File: src/rtl/uart_tx_fifo.sv
// Circular byte FIFO feeding a UART transmitter through the Tx_DATA/Tx_WR/Tx_BUSY handshake.
// Optional almost_full output is enabled by defining UART_TX_FIFO_ALMOST_FULL_EN.
module uart_tx_fifo #(
  parameter int unsigned DEPTH     = 16,
  parameter int unsigned ADDR_W    = 4,
  parameter int unsigned BUSY_WAIT = 16
`ifdef UART_TX_FIFO_ALMOST_FULL_EN
  ,
  parameter int unsigned AF_LEVEL  = DEPTH - 2
`endif
) (
  input  logic            clk,
  input  logic            reset,
  input  logic            wr_en,
  input  logic [7:0]      wr_data,
  input  logic            drain_en,
  input  logic            ovf_clr,
  output logic            full,
  output logic            empty,
  output logic [ADDR_W:0] count,
  output logic            overflow,
`ifdef UART_TX_FIFO_ALMOST_FULL_EN
  output logic            almost_full,
`endif
  output logic [7:0]      Tx_DATA,
  output logic            Tx_WR,
  input  logic            Tx_BUSY
);

  localparam int unsigned CntW = (BUSY_WAIT > 1) ? $clog2(BUSY_WAIT) : 1;
  localparam logic [CntW-1:0] CntMax = CntW'(BUSY_WAIT - 1);

  typedef enum logic [1:0] {StIdle, StLoad, StWaitHi, StWaitLo} state_e;

  state_e            state_q, state_d;
  logic [7:0]        mem_q [DEPTH];
  logic [ADDR_W-1:0] wr_ptr_q, wr_ptr_d, rd_ptr_q, rd_ptr_d;
  logic [ADDR_W:0]   count_q, count_d;
  logic              full_q, full_d, empty_q, empty_d;
  logic              overflow_q, overflow_d;
  logic [7:0]        tx_data_q, tx_data_d;
  logic              tx_wr_q, tx_wr_d;
  logic [CntW-1:0]   wait_cnt_q, wait_cnt_d;
  logic              push, pop;

  always_comb begin
    state_d    = state_q;
    tx_wr_d    = 1'b0;
    tx_data_d  = tx_data_q;
    wait_cnt_d = wait_cnt_q;
    pop        = 1'b0;
    case (state_q)
      StIdle: begin
        if (!empty_q && drain_en && !Tx_BUSY) begin
          state_d   = StLoad;
          pop       = 1'b1;
          tx_wr_d   = 1'b1;
          tx_data_d = mem_q[rd_ptr_q];
        end
      end
      StLoad: begin
        state_d    = StWaitHi;
        wait_cnt_d = '0;
      end
      StWaitHi: begin
        if (Tx_BUSY) begin
          state_d = StWaitLo;
        end else if (drain_en) begin
          // Transmitter missed the strobe: re-pulse the byte already in Tx_DATA.
          if (wait_cnt_q == CntMax) begin
            state_d = StLoad;
            tx_wr_d = 1'b1;
          end else begin
            wait_cnt_d = wait_cnt_q + 1'b1;
          end
        end
      end
      StWaitLo: begin
        if (!Tx_BUSY) state_d = StIdle;
      end
      default: state_d = StIdle;
    endcase
  end

  // A pop in the same edge frees a slot, so a push to a full FIFO is accepted then.
  always_comb begin
    push       = wr_en && (!full_q || pop);
    wr_ptr_d   = push ? wr_ptr_q + 1'b1 : wr_ptr_q;
    rd_ptr_d   = pop ? rd_ptr_q + 1'b1 : rd_ptr_q;
    count_d    = count_q;
    case ({push, pop})
      2'b10:   count_d = count_q + 1'b1;
      2'b01:   count_d = count_q - 1'b1;
      default: count_d = count_q;
    endcase
    full_d     = (count_d == (ADDR_W + 1)'(DEPTH));
    empty_d    = (count_d == '0);
    overflow_d = overflow_q;
    if (ovf_clr) overflow_d = 1'b0;
    if (wr_en && !push) overflow_d = 1'b1;
  end

  always_ff @(posedge clk) begin
    if (push) mem_q[wr_ptr_q] <= wr_data;
  end

  always_ff @(posedge clk or posedge reset) begin
    if (reset) begin
      state_q    <= StIdle;
      wr_ptr_q   <= '0;
      rd_ptr_q   <= '0;
      count_q    <= '0;
      full_q     <= 1'b0;
      empty_q    <= 1'b1;
      overflow_q <= 1'b0;
      tx_data_q  <= 8'h00;
      tx_wr_q    <= 1'b0;
      wait_cnt_q <= '0;
    end else begin
      state_q    <= state_d;
      wr_ptr_q   <= wr_ptr_d;
      rd_ptr_q   <= rd_ptr_d;
      count_q    <= count_d;
      full_q     <= full_d;
      empty_q    <= empty_d;
      overflow_q <= overflow_d;
      tx_data_q  <= tx_data_d;
      tx_wr_q    <= tx_wr_d;
      wait_cnt_q <= wait_cnt_d;
    end
  end

`ifdef UART_TX_FIFO_ALMOST_FULL_EN
  logic almost_full_q, almost_full_d;

  always_comb begin
    almost_full_d = (32'(count_d) >= AF_LEVEL);
  end

  always_ff @(posedge clk or posedge reset) begin
    if (reset) almost_full_q <= 1'b0;
    else       almost_full_q <= almost_full_d;
  end

  assign almost_full = almost_full_q;
`endif

  assign full     = full_q;
  assign empty    = empty_q;
  assign count    = count_q;
  assign overflow = overflow_q;
  assign Tx_DATA  = tx_data_q;
  assign Tx_WR    = tx_wr_q;

endmodule

File: config.mk
export PLATFORM = sky130hd
export DESIGN_NAME = uart_tx_fifo
export DESIGN_NICKNAME = d
export VERILOG_FILES = /design/src/rtl/uart_tx_fifo.sv
export SDC_FILE = /design/constraint.sdc
export NUM_CORES = 1
export LEC_CHECK = 0
export CAP_MARGIN = 20
export CORE_MARGIN = 3
export CORE_UTILIZATION = 50
export DETAILED_ROUTE_END_ITERATION = 10
export HOLD_SLACK_MARGIN = 0.02
export PLACE_DENSITY = 0.77
export SKIP_CTS_REPAIR_TIMING = 1
export SYNTH_ARGS = -nofsm -noshare
export SYNTH_HDL_FRONTEND = slang
export SYNTH_SLANG_ARGS = --single-unit
File: constraint.sdc
create_clock -name clk -period 2.8 [get_ports clk]
set_input_delay 0.28 -clock clk [delete_from_list [all_inputs] [get_ports clk]]
set_output_delay 0.28 -clock clk [all_outputs]
set_load 0.03 [all_outputs]
==> summary.md, run 1 <==
| Metric | Value |
|---|---|
| Primary FF master, synth | `edfxtp_1` |
| DPL Wire Length | `8230 um` |
| Yosys warnings | `0` |
| Distinct cells, synth | `51` |
| Post-Layout Cell Count | `656` |
| Clock-pin slew on the worst setup and hold paths | `60 ps` |
| Power density over cell area | `1010 nW/um2` |
| Ys async rst share | `19.5%` |
| DRC viols | `0` |
| Mapped Cells | `401` |
| Max Cap Violations | `0` |
| Final Cell Area | `7970 um2` |
| CORE AREA | `12800 um2` |
| Die Wd | `121 um` |
| H-tree Lvls | `4` |
| FILL cells | `881` |
| Synthesized area per cell | `16.5 um2` |
| Worst setup path class | `flop to flop` |
| Total GRT Usage | `19.4%` |
| R2r startpoint | `state_q[1]` |
| Number of synthesized flops with an enable pin | `128` |
| Final Hold Vio Count | `0` |
| Area Overhead vs Synth | `20.5%` |
| Reg area | `4620 um2` |
| Drt total wl | `13100 um` |
| Final setup violation count | `0` |
| Final Critical Period | `2800 ps` |
| Synth cell count leaders | `edfxtp_1, dfrtp_1, mux2_2` |
| Worst EP required | `3130 ps` |
| Die H | `121 um` |
| Ant. Diodes | `0` |
| Pre-Repair DR Iteration Count | `4` |
| Antenna Nets Post-Route | `0` |
| Max Fclk | `0.358 GHz` |
| Yosys top cell area share | `58.2%` |
| TritonCTS buffer count | `17` |
| First-pass GRT wire length | `21000 um` |
| Clock Skews | `5.90 ps` |
| TritonCTS Sinks | `159` |
| Synth top area cells | `edfxtp_1, dfrtp_1, mux4_2` |
| R2R depth | `11` |
| Global route overflow | `0` |
| Ports | `31` |
| Tcrit/Tclk final | `99.9%` |
| Initial DRC count | `299` |
| I/O Buffers | `30` |
| Worst Hold Class | `primary input to asynchronous set/reset pin` |
| Leakage power | `2.84 nW` |
| Crit start category | `flop` |
| Vias | `3742` |
| Via/cell ratio | `5.70` |
| Nets | `494` |
| Sequential share of the synthesized area | `69.9%` |
| Top-count cell post-synth | `edfxtp_1` |
| Root Driver | `clkbuf_16` |
| Post-synthesis cell area | `6610 um2` |
| Crit. End Element | `flop` |
| Slew Viols, Final | `0` |
| Vias in the first global route | `3809` |
| Cell taking the most area after synthesis | `edfxtp_1` |
| Slew HR | `57.7%` |
| Starting Density | `51.7%` |
| Initial antenna violation count | `0` |
| GPL Wtd Cong | `0.811` |
| # rows | `41` |
| VDD IR-drop max | `0.413 mV` |
| Average wire per standard cell | `20.0 um` |
| Dpl cell area | `7360 um2` |
| Reg2Reg Setup Slack | `4 ps` |
| Worst-skew pair later-pin latency | `420 ps` |
| Placed Cells | `622` |
| Worst Setup SP | `state_q[1]` |
| Die ar. | `14600 um2` |
| Share of cells above drive strength 1 | `26.9%` |
| #FFs+latches synth | `159` |
| Area occupied by multi-input gates | `1900 um2` |
| Max Root-Sink Buffers | `2` |
| Post-synth net total | `424` |
| CTS tree | `done` |
| Arr. time, crit path | `3130 ps` |
| Largest net degree at the start of global routing | `42` |
| Slew @ Worst Pin | `634 ps` |
| Status | `finished clean` |
| CP max FO | `4` |
-- final timing paths --
path                                 end
hold / removal             wait_cnt_q[2]
setup / recovery                    full
min in group clk                overflow
setup reg to reg                    full
max in group asynchronous          empty
hold reg to reg               Tx_DATA[7]
-- logic make-up after synthesis --
family,Yosys count,synth area share (%)
flops,159,69.9
simple gates,74,5.91
compound gates,60,6.32
mux,55,12.5
buf+inv,33,2.18
xor+xnor,11,1.46
fa+ha+maj,9,1.70
-- per-layer routing --
metal,part of all wire (%),global-route usage (%),vias up
li1,-,-,1703
met1,42,25.4,1915
met2,50,31.2,103
met3,5.4,5.08,21
met4,2.2,7.72,0
met5,0,0,-
-- placed cells by master (no fill, tap or decap), types with 4 or more instances in the layout --
cell	count
a221o_1	8
buf_4	41
nand3_1	5
o21ai_0	15
dfrtp_1	29
edfxtp_1	128
inv_6	4
ha_1	7
clkbuf_16	17
xnor2_1	9
a21oi_1	10
mux4_2	20
inv_1	10
o21bai_1	6
clkdlybuf4s50_1	30
nor3_1	8
and3_1	5
o22ai_1	6
mux2i_1	14
nand2_1	17
mux2_2	21
nor2_1	15
nor4_1	4
-- through the flow --
| stage | setup WS, ps | hold slack [ps] | power [mW] | setup TNS, ps | utilization (%) |
|---|---|---|---|---|---|
| 5_1_grt | -129 | 261 | 8.45 | -190 | 62.4 |
| 4_1_cts | 46.6 | 229 | 8.05 | 0 | 62.0 |
| 3_3_place_gp | -227 | 486 | 5.76 | -501 | 57.6 |
| 6_report | 3.55 | 213 | 8.05 | 0 | 62.4 |
| 2_1_floorplan | -149 | 376 | 5.02 | -247 | - |
| 3_5_place_dp | -266 | 500 | 5.85 | -654 | 57.6 |
-- area by class of cell --
type / instances / area share (%)
flip-flops and latches: 159 / 58.0
clock buffers: 18 / 5.39
repair buffers: 72 / 7.88
clock inverters: 14 / 1.65
multi-input cells: 209 / 23.8
inverters: 12 / 0.565
well taps: 172 / 2.70
-- critical path, stage by stage, from the launching register on --
cell	delay [ps]
dfrtp_1	410
or4_4	560
a21boi_4	160
inv_2	70
ha_4	160
xor2_1	160
ha_2	250
o21ai_2	70
a221oi_2	250
o211ai_1	150
xnor2_1	250
nor3b_2	230
-- registers in the layout, summed over array words and instances, names as in the netlist, 2 cells and up --
signal      cells
mem_q         128
Tx_DATA         8
count           5
rd_ptr_q        4
wait_cnt_q      4
wr_ptr_q        4
state_q         2
-- power by group --
part	switching [mW]	leakage, nW	total [mW]	internal [mW]
logic	1.32	1.03	2.60	1.28
registers	0.343	1.54	3.28	2.94
clock network	0.934	0.271	2.17	1.24
total	2.60	2.84	8.05	5.46
Note: power is estimated with default switching activity, not from simulation.
==> inputs of run 2 (changes only) <==
Settings changed: CORE_MARGIN 3 to default.
==> run 2 against run 1 <==
Net effect: die area shrank 6.5%; hold slack better by 98 ps; combinational power hardly changed; sequential cell count stayed put; sequential power about the same; non-clock buffer count shrank 6; fmax up 0.83%.
==> summary.md, run 2 (synthesis gave the netlist of run 1 again) <==
| Metric | Value |
|---|---|
| CP max FO | `4` |
| DPL Wire Length | `8040 um` |
| Die H | `117 um` |
| Largest net degree at the start of global routing | `42` |
| Total GRT Usage | `21.5%` |
| Tcrit/Tclk final | `99.0%` |
| Ant. Diodes | `0` |
| Initial antenna violation count | `0` |
| Worst-skew pair later-pin latency | `420 ps` |
| CTS tree | `done` |
| Crit start category | `flop` |
| GPL Wtd Cong | `0.803` |
| CP endpoint | `full` |
| Final Hold Vio Count | `0` |
| Max FFs per register | `128` |
| DRC viols | `0` |
| RSZ-0062 raised after global routing | `yes` |
| Die ar. | `13700 um2` |
| Vias | `3726` |
| CORE AREA | `12800 um2` |
| Pre-Repair DR Iteration Count | `4` |
| Top reg by flops | `mem_q` |
| Most frequent cells in the layout | `edfxtp_1, buf_4, clkdlybuf4s50_1` |
| CP max stage cell | `or4_4` |
| Vias in the first global route | `3866` |
| Ports | `31` |
| Global route overflow | `0` |
| Clock-pin slew on the worst setup and hold paths | `60 ps` |
| CP most frequent cell | `ha_4` |
| Root Driver | `clkbuf_16` |
| R2r endpoint | `full` |
| Sw frac | `30.7%` |
| Reg2Reg Setup Slack | `30 ps` |
| Max Root-Sink Buffers | `2` |
| Via/cell ratio | `5.73` |
| I/O Buffers | `30` |
| Slew @ Worst Pin | `780 ps` |
| Share of cells above drive strength 1 | `25.9%` |
| Initial DRC count | `275` |
| Sequential share of power | `39.5%` |
| Worst EP required | `3130 ps` |
| Starting Density | `51.7%` |
| Switching pwr | `2.53 mW` |
| Worst Hold Class | `primary input to asynchronous set/reset pin` |
| Combinational Power Share | `31.6%` |
| Drt total wl | `13200 um` |
| R2r startpoint | `state_q[0]` |
| Commonest non-fill, non-tap cell in the layout | `edfxtp_1` |
| Slew HR | `48.0%` |
| Average wire per standard cell | `20.3 um` |
| Final WS setup | `26.7 ps` |
| Final hold slack | `311 ps` |
| Crit. End Element | `flop` |
| Worst setup path class | `flop to flop` |
| Arr. time, crit path | `3110 ps` |
| H-tree Lvls | `4` |
| Pre-CTS setup slack | `-394 ps` |
| Max Fclk | `0.361 GHz` |
| Die Wd | `117 um` |
| Clock power frac | `28.9%` |
| Leakage power | `2.84 nW` |
| Internal | `5.71 mW` |
| Max Cap Violations | `0` |
| Slew Viols, Final | `0` |
| # rows | `41` |
| Area Overhead vs Synth | `21.0%` |
| Worst-path cell chain | `nand2b_4 -> or4_4 -> a21boi_4 -> inv_2 -> ha_4 -> xor2_2 -> ha_4 -> o21ai_2 -> a221oi_2 -> o211ai_1 -> xnor2_1 -> nor3b_2` |
| Worst Setup SP | `state_q[0]` |
| Nets | `488` |
| TritonCTS buffer count | `17` |
| Final setup violation count | `0` |
| R2R depth | `12` |
| Status | `finished clean` |
| Clock Skews | `9.96 ps` |
| TritonCTS Sinks | `159` |
| Final Critical Period | `2770 ps` |
| Power density over cell area | `1030 nW/um2` |
| Antenna Nets Post-Route | `0` |
| VDD IR-drop max | `0.356 mV` |
| Crit-path max cell delay | `510 ps` |
| First-pass GRT wire length | `20700 um` |
-- run 2: cell count changes in the layout (fill, tap and decap cells not counted), sizes merged --
cell	previous run	this run
clkinvlp	2	1
clkinv	6	4
inv	17	13
bufinv	1	4
clkbuf	18	22
buf	42	36
-- run 2: final cells by class --
cell class                 instances  area, um2
tap                              172        215
multi-input combinational        209       1920
timing repair buffer              66        583
fill                             864       4770
clock buffer                      22        454
inverter                          12       45.0
sequential                       159       4620
clock inverter                    10        164
-- run 2: per-stage QoR --
| step | cell area [um2] | setup TNS [ps] | instances | utilization [%] | power [mW] |
|---|---|---|---|---|---|
| 6_report | 8000 | 0 | 650 | 62.6 | 8.24 |
| 5_1_grt | 8000 | -165 | 650 | 62.6 | 8.63 |
| 4_1_cts | 7940 | -7.69 | 649 | 62.2 | 8.23 |
| 3_5_place_dp | 7320 | -1250 | 617 | 57.3 | 5.81 |
| 3_3_place_gp | 7320 | -726 | 617 | 57.3 | 5.71 |
| 2_1_floorplan | 6650 | -247 | 401 | - | 5.02 |
-- run 2: layer usage --
metal	GRT usage [%]	routed length [um]
met3	5.05	797
met5	0	0
met4	11.1	313
met2	35.1	6720
met1	27.1	5380
-- run 2: worst min-delay path by stage --
stage                start     endpoint  slack [ps]  cells past startpoint
4_1_cts              reset   state_q[0]         330                      2
2_1_floorplan        reset   Tx_DATA[0]         380                      1
3_5_place_dp   rd_ptr_q[3]  rd_ptr_q[3]         500                      1
3_3_place_gp   rd_ptr_q[3]  rd_ptr_q[3]         490                      1
6_report             reset   state_q[0]         310                      2
5_1_grt              reset        Tx_WR         390                      2
-- run 2: power by group through the flow --
stage	logic [mW]	clock network [mW]	registers (mW)
floorplan	1.69	0	3.33
global placement	2.46	0	3.25
detailed placement	2.53	0	3.28
CTS	2.57	2.41	3.24
global route	2.83	2.50	3.29
finish	2.61	2.38	3.25
-- run 2: worst max-delay path, delay by kind of cell (launching register included) --
family / cells / cell delay (ps)
buf+inv: 1 / 60
compound gates: 4 / 610
xor+xnor: 2 / 410
fa+ha+maj: 2 / 360
simple gates: 3 / 850
flops: 1 / 380
==> inputs of run 3 (changes only) <==
--- a/config.mk
+++ b/config.mk
@@ -7,2 +7,3 @@
 export LEC_CHECK = 0
+export ABC_CLOCK_PERIOD_IN_PS = 2800
 export CAP_MARGIN = 20
==> constraint.sdc (replaced) <==
create_clock -name clk -period 2.8 [get_ports clk]
set_input_delay 0.56 -clock clk [delete_from_list [all_inputs] [get_ports clk]]
set_output_delay 0.56 -clock clk [all_outputs]
set_load 0.03 [all_outputs]
==> run 3 against run 2 <==
Net effect: core utilization rose by 0.32 points; hold slack improved by 210 ps; clock skew fell by 0.50 ps; first-iteration DRC count rose by 1.8%; critical path depth did not move; the flow now finishes with violations (setup timing); wire length rose by 2.7%.
==> summary.md, run 3 (synthesis gave the netlist of run 1 again) <==
| Metric | Value |
|---|---|
| Die ar. | `13700 um2` |
| Initial antenna violation count | `0` |
| Status | `complete, but fails checks` |
| Most frequent cells in the layout | `edfxtp_1, buf_4, dfrtp_1` |
| Arr. time, crit path | `3270 ps` |
| Global route overflow | `0` |
| Violated checks | `setup timing` |
| TritonCTS buffer count | `17` |
| Tcrit/Tclk final | `105%` |
| Final Hold Vio Count | `0` |
| FILL cells | `854` |
| Die Wd | `117 um` |
| Worst-skew pair later-pin latency | `430 ps` |
| Area Overhead vs Synth | `21.7%` |
| Worst EP required | `3140 ps` |
| Die H | `117 um` |
| Via/cell ratio | `5.76` |
| Worst Hold Class | `primary input to asynchronous set/reset pin` |
| Total GRT Usage | `21.4%` |
| TritonCTS Sinks | `159` |
| CTS tree | `done` |
| Max Cap Violations | `0` |
| DRC viols | `0` |
| Slew Viols, Final | `0` |
| GPL Wtd Cong | `0.811` |
| Post-Layout Cell Count | `655` |
| Power density over cell area | `1010 nW/um2` |
| Pre-Repair DR Iteration Count | `5` |
| Vias in the first global route | `3719` |
| CORE AREA | `12800 um2` |
| Slew HR | `59.6%` |
| Leakage power | `2.88 nW` |
| Starting Density | `51.7%` |
| Crit. End Element | `flop` |
| Worst setup path class | `flop to flop` |
| Util after Layout | `62.9%` |
| Share of cells above drive strength 1 | `26.9%` |
| Commonest non-fill, non-tap cell in the layout | `edfxtp_1` |
| Final WS setup | `-134 ps` |
| Final setup violation count | `2` |
| R2r endpoint | `empty` |
| Largest net degree at the start of global routing | `42` |
| DPL Wire Length | `8070 um` |
| Initial DRC count | `280` |
| Max Root-Sink Buffers | `2` |
| Max Fclk | `0.341 GHz` |
| Clock-pin slew on the worst setup and hold paths | `60 ps` |
| Worst Setup SP | `state_q[0]` |
| Ports | `31` |
| Antenna Nets Post-Route | `0` |
| CP max FO | `3` |
| First-pass GRT wire length | `20600 um` |
| Ant. Diodes | `0` |
| Max FFs per register | `128` |
| I/O Buffers | `30` |
| Drt total wl | `13600 um` |
| H-tree Lvls | `4` |
| R2R depth | `12` |
| Average wire per standard cell | `20.7 um` |
| Placed Cells | `622` |
| Vias | `3776` |
| CP endpoint | `empty` |
| VDD IR-drop max | `0.365 mV` |
| Final Critical Period | `2930 ps` |
| RSZ-0062 raised after global routing | `yes` |
| # rows | `41` |
| Reg2Reg Setup Slack | `-130 ps` |
| Slew @ Worst Pin | `605 ps` |
| R2r startpoint | `state_q[0]` |
| Root Driver | `clkbuf_16` |
| Clock Skews | `9.46 ps` |
| Fin Setup TNS | `-228 ps` |
| Crit start category | `flop` |
| Total power | `8.15 mW` |
| Nets | `493` |
| Top reg by flops | `mem_q` |
## run 3: how the worst min path moves through the flow
| stage | end | slack, ps |
|---|---|---|
| after floorplan | rd_ptr_q[3] | 470 |
| after global placement | rd_ptr_q[3] | 490 |
| after detailed placement | count[4] | 500 |
| after CTS | count[4] | 520 |
| after global routing | rd_ptr_q[3] | 540 |
| final | state_q[0] | 520 |
## run 3: power breakdown
part / internal [mW] / switching (mW) / total, mW / leakage [nW]
logic: 1.32 / 1.35 / 2.66 / 1.06
registers: 2.94 / 0.355 / 3.29 / 1.54
clock network: 1.23 / 0.958 / 2.19 / 0.274
total: 5.49 / 2.66 / 8.15 / 2.88
## run 3: metal layers
| layer | global-route usage (%) | vias up | share of wire [%] |
|---|---|---|---|
| met5 | 0 | - | 0 |
| met3 | 4.63 | 19 | 5.8 |
| li1 | - | 1704 | - |
| met4 | 8.95 | 0 | 2.0 |
| met2 | 34.2 | 131 | 50 |
| met1 | 28.6 | 1922 | 42 |
## run 3: worst max-delay path: stages (launching register included)
cell and delay [ps]:
dfrtp_1 390, nand2b_4 150, or4_4 510, a21boi_4 210, inv_4 50, ha_4 160, xor2_2 180, ha_2 240
a21oi_1 190, xnor2_1 160, nor4bb_2 270, a21oi_1 120, nor3_1 220
## run 3: area by class of cell
cell class | instances | area, um2 | area share, %
Clock inverter | 15 | 136 | 1.70
Clock buffer | 17 | 425 | 5.29
Multi-Input combinational cell | 209 | 1910 | 23.7
Inverter | 12 | 47.5 | 0.591
Sequential cell | 159 | 4620 | 57.5
Tap cell | 172 | 215 | 2.68
Timing Repair Buffer | 71 | 688 | 8.56
## run 3: metrics by stage
stage	worst slack (ps)	hold slack [ps]	cell area (um2)
6_report	-134	522	8040
3_5_place_dp	-639	504	7430
4_1_cts	-282	516	7990
5_1_grt	-254	538	8040
3_3_place_gp	-534	488	7430
2_1_floorplan	-309	467	6650
